`config.mk`:
```
export PLATFORM = sky130hd
export DESIGN_NAME = lifo_stack
export DESIGN_NICKNAME = d
export VERILOG_FILES = /design/src/rtl/lifo_stack_pkg.sv /design/src/rtl/lifo_stack_ram.sv /design/src/rtl/lifo_stack.sv
export SDC_FILE = /design/constraint.sdc
export NUM_CORES = 2
export LEC_CHECK = 0
export ABC_CLOCK_PERIOD_IN_PS = 11900
export CAP_MARGIN = 20
export CORE_ASPECT_RATIO = 0.6
export CORE_MARGIN = 2
export CORE_UTILIZATION = 51
export CTS_BUF_LIST = sky130_fd_sc_hd__clkbuf_16
export DETAILED_ROUTE_END_ITERATION = 10
export GPL_TIMING_DRIVEN = 0
export PLACE_DENSITY_LB_ADDON = 0.1
export SYNTH_ARGS = -nofsm -noshare
export SYNTH_HDL_FRONTEND = slang
export SYNTH_HIERARCHICAL = 1
export SYNTH_SLANG_ARGS = --single-unit
export TNS_END_PERCENT = 30
```
`constraint.sdc`:
```
create_clock -name clk -period 11.9 [get_ports clk]
set_input_delay 1.19 -clock clk [delete_from_list [all_inputs] [get_ports clk]]
set_output_delay 1.19 -clock clk [all_outputs]
set_load 0.01 [all_outputs]
```
`src/rtl/lifo_stack_pkg.sv`:
```
// Shared definitions for the LIFO stack: command opcodes and their decode.
package lifo_stack_pkg;

  localparam logic [2:0] OP_IDLE = 3'd0;
  localparam logic [2:0] OP_PUSH = 3'd1;
  localparam logic [2:0] OP_POP  = 3'd2;
  localparam logic [2:0] OP_TOP  = 3'd3;
  localparam logic [2:0] OP_REPL = 3'd4;

  // push/pop outrank top; push together with pop is a replace of the top entry
  function automatic logic [2:0] op_decode(input logic push, input logic pop, input logic top);
    logic [2:0] op;
    if (push && pop)  op = OP_REPL;
    else if (push)    op = OP_PUSH;
    else if (pop)     op = OP_POP;
    else if (top)     op = OP_TOP;
    else              op = OP_IDLE;
    return op;
  endfunction

endpackage

```
`src/rtl/lifo_stack_ram.sv`:
```
// Stack storage: one synchronous write port, one asynchronous read port.
module lifo_stack_ram #(
  parameter int WIDTH = 8,
  parameter int DEPTH = 256,
  localparam int AW = $clog2(DEPTH)
) (
  input  logic             clk,
  input  logic             we,
  input  logic [AW-1:0]    waddr,
  input  logic [WIDTH-1:0] wdata,
  input  logic [AW-1:0]    raddr,
  output logic [WIDTH-1:0] rdata
);

  logic [WIDTH-1:0] mem [DEPTH];

  // Write port; contents are intentionally not reset
  always_ff @(posedge clk) begin
    if (we) mem[waddr] <= wdata;
  end

  assign rdata = mem[raddr];

endmodule

```
`src/rtl/lifo_stack.sv`:
```
// Parametrised LIFO stack with status, sticky error flags and push+pop replace.
module lifo_stack
  import lifo_stack_pkg::*;
#(
  parameter int WIDTH = 8,
  parameter int DEPTH = 256,
  localparam int CW = $clog2(DEPTH + 1)
) (
  input  logic             clk,
  input  logic             rst_n,
  input  logic             push,
  input  logic             pop,
  input  logic             top,
  input  logic             clr_err,
  input  logic [WIDTH-1:0] d_in,
  output logic [WIDTH-1:0] d_out,
  output logic             d_valid,
  output logic             full,
  output logic             empty,
  output logic [CW-1:0]    count,
  output logic             ovf,
  output logic             unf
);

  localparam int AW = $clog2(DEPTH);

  logic [2:0]       op;
  logic             we;
  logic [AW-1:0]    waddr;
  logic [AW-1:0]    raddr;
  logic [WIDTH-1:0] rdata;
  logic             ovf_evt;
  logic             unf_evt;

  assign empty = (count == '0);
  assign full  = (count == CW'(DEPTH));

  // Command decode: write strobe/address and error events from the pre-edge count
  always_comb begin
    op      = op_decode(push, pop, top);
    raddr   = AW'(count - CW'(1));
    we      = 1'b0;
    waddr   = AW'(count);
    ovf_evt = 1'b0;
    unf_evt = 1'b0;
    case (op)
      OP_PUSH: begin
        we      = !full;
        ovf_evt = full;
      end
      OP_POP, OP_TOP: unf_evt = empty;
      OP_REPL: begin
        // on an empty stack this degenerates to a plain push into entry 0
        we      = 1'b1;
        unf_evt = empty;
        if (!empty) waddr = raddr;
      end
      default: ;
    endcase
  end

  lifo_stack_ram #(.WIDTH(WIDTH), .DEPTH(DEPTH)) u_ram (
    .clk   (clk),
    .we    (we),
    .waddr (waddr),
    .wdata (d_in),
    .raddr (raddr),
    .rdata (rdata)
  );

  // Occupancy and registered read data with its one-cycle valid strobe
  always_ff @(posedge clk or negedge rst_n) begin
    if (!rst_n) begin
      count   <= '0;
      d_out   <= '0;
      d_valid <= 1'b0;
    end else begin
      d_valid <= 1'b0;
      case (op)
        OP_PUSH: if (!full) count <= count + CW'(1);
        OP_POP: if (!empty) begin
          count   <= count - CW'(1);
          d_out   <= rdata;
          d_valid <= 1'b1;
        end
        OP_TOP: if (!empty) begin
          d_out   <= rdata;
          d_valid <= 1'b1;
        end
        OP_REPL: begin
          if (empty) begin
            count <= CW'(1);
          end else begin
            d_out   <= rdata;
            d_valid <= 1'b1;
          end
        end
        default: ;
      endcase
    end
  end

  // Sticky error flags; a new error in the clearing cycle keeps the flag set
  always_ff @(posedge clk or negedge rst_n) begin
    if (!rst_n) begin
      ovf <= 1'b0;
      unf <= 1'b0;
    end else begin
      ovf <= (ovf && !clr_err) || ovf_evt;
      unf <= (unf && !clr_err) || unf_evt;
    end
  end

endmodule
```
# ---- Yosys cells after proc, flatten, opt, wreduce, memory -nomap -nowiden
# Memory sizes are Yosys's and may differ from the RTL's. A register that Yosys moved wholly into a read port is not among the register bits.
# Cells that the tools add are included.
dict set report word_totals {
  ff_bits 12
  latchBits 0
  ram_bits 2048
  romBits 0
  in_bits 14
  output_inout_bits 22
  elab_cells 46
  n_memories 1
}
dict set report classes {
  n_addsub 2
  multipliers 0
  n_div 0
  order_cmp 0
  eq_ne 8
  shift 0
  mux 17
  n_bitwise 1
  reduce_logical 13
}
# name depth width rd rd_ports_with_merged_regs wr line_no
set mem_list {}
lappend mem_list {u_ram.mem 256 8 1 1 1 lifo_stack_ram.sv:15} ;# logic [WIDTH-1:0] mem [DEPTH];
# op n
set op_table {}
lappend op_table {{9-bit 2-to-1 mux} 3}
lappend op_table {{9-bit case mux with 3 select lines} 1}
lappend op_table {{8-bit 2-to-1 mux} 2}
lappend op_table {{9-bit by 1-bit adder with 9-bit output, second input constant} 1}
lappend op_table {{9-bit equality test, second input constant} 1}
lappend op_table {{9-bit zero test} 1}
lappend op_table {{9-bit by 1-bit subtractor with 9-bit output, second input constant} 1}
lappend op_table {{3-bit by 2-bit equality test with 1-bit output, second input constant} 2}
lappend op_table {{1-bit 2-to-1 mux} 6}
lappend op_table {{2-bit 2-to-1 mux} 3}
lappend op_table {{2-bit != test, second input constant} 3}
lappend op_table {{4-bit AND reduction} 1}
lappend op_table {{3-bit by 1-bit equality test with 1-bit output, second input constant} 1}
lappend op_table {{3-bit equality test, second input constant} 1}
lappend op_table {{1-bit logical AND} 3}
lappend op_table {{1-bit zero test} 3}
lappend op_table {{3-bit 2-to-1 mux} 1}
lappend op_table {{3-bit nonzero test} 1}
lappend op_table {{3-bit OR reduction} 1}
lappend op_table {{1-bit logical OR} 2}
lappend op_table {{1-bit case mux with 2 select lines} 1}
lappend op_table {{2-bit AND reduction} 1}
lappend op_table {{1-bit NOT} 1}

# ---- Logic depth before layout (Yosys ltp)
dict set report logic_depth {
  ltp_word 8
  mapped_depth 15
  depth_no_buf 12
}

# ---- Cells and area by module
# Netlist, hierarchy kept.
# module instances cells_each area_per_inst_um2 seq_area_each_um2
set modules_own_cells {}
lappend modules_own_cells {lifo_stack_ram 1 3725 79396.1 61499.0}
lappend modules_own_cells {lifo_stack 1 172 1545.2 500.5}

# ---- Worst setup path after synthesis
# OpenSTA, ideal clock, no wires.
dict set report synth_path {
  path_kind {in2reg}
  start {input pop}
  end {memory u_ram.mem[235][0] (enable)}
  setup_ns 0.370
  arrival_ns 3.701
  required_time_ns 11.530
  slack_ns 7.829
  stages 11
  path_buffers 4
  cell_sequence {clkbuf_1 -> nand2_1 -> a31oi_1 -> nand2_1 -> xnor2_1 -> clkbuf_1 -> nor2b_1 -> clkbuf_1 -> nand4_1 -> clkbuf_1 -> nor2_1}
}
dict set report synth_between {
  elab_cells_between_ends 10
  classes_between {2 x eq/ne; 7 x mux; 1 x reduce/logical}
}
# item line_no
set synth_rtl {}
lappend synth_rtl {{start, declared} lifo_stack.sv:12} ;# input logic pop,
lappend synth_rtl {{2-bit 2-to-1 mux} lifo_stack_pkg.sv:15} ;# else if (pop) op = OP_POP;
lappend synth_rtl {{2-bit 2-to-1 mux} lifo_stack_pkg.sv:14} ;# else if (push) op = OP_PUSH;
lappend synth_rtl {{3-bit 2-to-1 mux *} lifo_stack_pkg.sv:13} ;# if (push && pop) op = OP_REPL;
lappend synth_rtl {{3-bit equality test *} lifo_stack.sv:46} ;# case (op)
lappend synth_rtl {{8-bit 2-to-1 mux *} lifo_stack.sv:46}
lappend synth_rtl {{named net waddr[3]} lifo_stack.sv:29} ;# logic [AW-1:0] waddr;
lappend synth_rtl {{end, declared} lifo_stack_ram.sv:15}
# Mark *: on every way through the listed nets, which the timed path passes. The rest lies on a longest branch.

# ---- Final worst setup path
dict set report layout_path {
  start {register count[0]}
  end {memory u_ram.mem[139][2] (enable)}
}
dict set report layout_between {
  elab_cells_between_ends 9
  classes_between {1 x add/sub; 1 x eq/ne; 5 x mux; 2 x reduce/logical}
}
# item line_no
set layout_rtl {}
lappend layout_rtl {{start, declared} lifo_stack.sv:20} ;# output logic [CW-1:0] count,
lappend layout_rtl {{start signal, assigned} lifo_stack.sv:80} ;# OP_PUSH: if (!full) count <= count + CW'(1);
lappend layout_rtl {{start signal, assigned} lifo_stack.sv:82} ;# count <= count - CW'(1);
lappend layout_rtl {{9-bit by 1-bit subtractor with 9-bit output} n/a}
lappend layout_rtl {{named net raddr[0]} lifo_stack.sv:30} ;# logic [AW-1:0] raddr;
lappend layout_rtl {{8-bit 2-to-1 mux} lifo_stack.sv:56} ;# if (!empty) waddr = raddr;
lappend layout_rtl {{8-bit 2-to-1 mux} lifo_stack.sv:46}
# The timed path passes the listed nets, and every way through them passes these cells.

==> flow_metrics.py <==
metrics = {
    "clock_tree": {
        "h-tree-depth": 4,
        "clk_pin_slew_ns": 0.06,
        "post_cts_resized": 0,
        "clock_path_buffers": 4,
        "cts_hold_buf": 0,
        "clock_latency_ns": 0.85,
        "tritoncts": "yes",
        "post_cts_buffers": 0,
        "clock-sinks": 2068,
        "cts.root.buffer_cell": "clkbuf_16",
        "cts_made_buffers": 191,
    },
    "sta": {
        "setup-violations-final": 0,
        "finalMaxSlewViolations": 0,
        "finalSetupTns_ns": 0,
        "fin_crit_sh_pct": 62.18,
        "max_slew_margin_pct": 14.16,
        "post-route-min-period_ns": 7.400,
        "tightest_slew_ns": 1.278,
        "fin_skew_ns": 0.04060,
        "max_freq_mhz": 135.1,
        "rsz0062_at_grt": "no",
        "hold_viol": 0,
        "holdWs_ns": 0.5190,
    },
    "detailed_routing": {
        "wl_per_cell_microns": 39.96,
        "drt-initial-drc-count": 8084,
        "finalWirelength_microns": 258800,
        "vias": 44260,
        "dr.pass1.iters": 6,
        "drt-vias-per-instance": 6.833,
        "drc": 0,
        "antenna_left": 0,
    },
    "layout": {
        "utilization_pct": 57.57,
        "drive_gt1_share_pct": 21.56,
        "syn_to_final_growth_pct": 12.33,
        "layout.nets": 4219,
        "seq_area_sq_um": 62000,
        "multi_input_area_sq_um": 17390,
        "fillerInstances": 11750,
    },
    "placed_design": {
        "port_buffers": 34,
        "dp_hpwl_microns": 176500,
        "gp_congestion": 1.021,
    },
    "worst_setup_path": {
        "crit_path_start": "count[0]$_DFFE_PN0P_",
        "arrival_ns": 7.93,
        "cp.required_ns": 12.43,
        "path_class": "flip-flop to flip-flop",
        "start_kind": "flip-flop",
        "cp-end-kind": "flip-flop",
        "crit_fanout": 10,
        "rr_startpoint": "count[0]$_DFFE_PN0P_",
        "reg2regPathDepth": 14,
    },
    "floorplanning": {
        "die_x_microns": 518.3,
        "start_util_pct": 51.25,
        "rows": 113,
        "io-pin-count": 36,
        "die_y_microns": 312.6,
        "core_area_sq_um": 157900,
        "dieArea_sq_um": 162000,
    },
    "logic_synthesis": {
        "syn_avg_cell_area_sq_um": 20.77,
        "ys_top_cells_by_count": "2,048 x edfxtp_1, 454 x mux4_2, 291 x nor2_1",
        "synth_edf_count": 2048,
        "synthTopCellsByArea": "edfxtp_1 76%, mux4_2 13%, mux2i_1 1.7%, nor2_1 1.3%, a22oi_1 1.2%",
        "synth_top_area_cell": "edfxtp_1",
        "yosysMostFrequentCell": "edfxtp_1",
        "netlist.area_leader.share_pct": 75.98,
        "ys_seq_elements": 2068,
        "ys.flop_type": "edfxtp_1",
        "async_flop_share_pct": 0.9671,
        "yosys_warnings": 6,
        "synth_cells": 3897,
        "synth_nets": 3914,
        "yosysUniqueCellTypes": 72,
        "netlist_area_sq_um": 80940,
        "seq_area_frac_synth_pct": 76.60,
    },
    "grt": {
        "grt_first_pass_wirelength_microns": 349000,
        "grt_remaining_overflow": 0,
        "antenna_found_initial": 12,
        "track_usage_pct": 31.89,
        "first_global_vias": 40580,
        "grt_max_degree": 141,
    },
    "pwr": {
        "p_leak_nw": 28.54,
        "p_per_area_nw_per_um2": 275.0,
        "max-vdd-ir-drop_mv": 0.1983,
        "total_power_w": 0.02500,
    },
    "min_path": {
        "hold_depth": 1,
        "worst_hold_path_type": "flip-flop to flip-flop",
        "holdCritStartpoint": "d_out[3]$_DFFE_PN0P_",
    },
    "run": {
        "maxCapViolCount": 0,
    },
    "outcome": {
        "outcome": "finished, final reports clean",
    },
}
[worst max-delay path: stages, from the launching register on]
cell and delay, ns:
dfrtp_1 0.38, clkbuf_1 0.42, inv_1 0.31, ha_1 0.33, nor3b_1 0.19, a31oi_1 0.82, nand2_1 0.16, xnor2_1 0.99
clkbuf_1 0.49, nor2b_1 0.19, clkbuf_1 0.36, nand4_1 0.56, clkbuf_2 0.74, nor2_1 0.92, buf_6 0.24
[area by class of cell]
| class | instances | share of cell area (%) |
|---|---|---|
| tap | 2127 | 2.927 |
| buffer | 249 | 1.716 |
| sequential | 2068 | 68.19 |
| timing repair buffer | 112 | 1.741 |
| clock buffer | 195 | 5.367 |
| inverter | 12 | 0.04954 |
| antenna | 4 | 0.01101 |
| multi-input combinational | 1568 | 19.12 |
| clock inverter | 143 | 0.8725 |
[final timing paths]
kind                       slack (ns)                     endpoint
setup / recovery                 4.50  u_ram/mem[139][2]$_DFFE_PP_
hold / removal                   0.52         d_out[3]$_DFFE_PN0P_
setup reg to reg                 4.50  u_ram/mem[139][2]$_DFFE_PP_
hold reg to reg                  0.52         d_out[3]$_DFFE_PN0P_
max in group asynchronous       10.76         count[6]$_DFFE_PN0P_
min in group asynchronous        0.69                ovf$_DFF_PN0_
[layout by cell type (no fill, tap or decap), types with 47 or more instances in the layout]
cell type  count
edfxtp_1    2048
nand2_1       47
nor2_1       291
mux4_2       454
mux2i_1      135
a22oi_1      133
inv_1         57
clkbuf_1     105
clkinv_1      55
clkbuf_16    195
a21oi_1      101
[per-stage QoR]
| step | instances | worst slack (ns) | instance area, sq um |
|---|---|---|---|
| CTS | 6451 | 4.906 | 90620 |
| global route | 6474 | 4.504 | 90910 |
| finish | 6478 | 4.500 | 90920 |
| global placement | 6058 | 1.311 | 83940 |
| detailed placement | 6113 | 4.621 | 84950 |
| floorplan | 3897 | 7.829 | 80940 |
[logic make-up (layout without fill, tap and decap cells)]
kind of cell	count (synthesis)	after routing	share of synthesized area (%)
flops	2068	2068	76.60
mux	601	601	14.51
simple gates	525	525	3.016
compound gates	426	426	3.739
buf+inv	261	711	1.954
xor+xnor	13	13	0.1407
fa+ha+maj	3	3	0.04638
other cells	0	4	0
[registers in the layout, indices dropped and copies added, names as in the netlist]
name,flops
d_out,8
u_ram/mem,2048
ovf,1
unf,1
d_valid,1
count,9
[power breakdown]
part | total, W | internal [W] | switching (W)
clock network | 0.00575 | 0.00310 | 0.00264
registers | 0.00819 | 0.00813 | 0.0000660
logic | 0.0111 | 0.00345 | 0.00760
[routing by layer]
metal | wire (microns) | GRT usage [%] | part of all wire (%)
met1 | 106700 | 49.90 | 41
met2 | 102200 | 40.94 | 39
met3 | 42810 | 13.51 | 17
met4 | 6818 | 7.931 | 2.6
met5 | 262 | 0 | 0.10
Note: power is estimated with default switching activity, not from simulation.
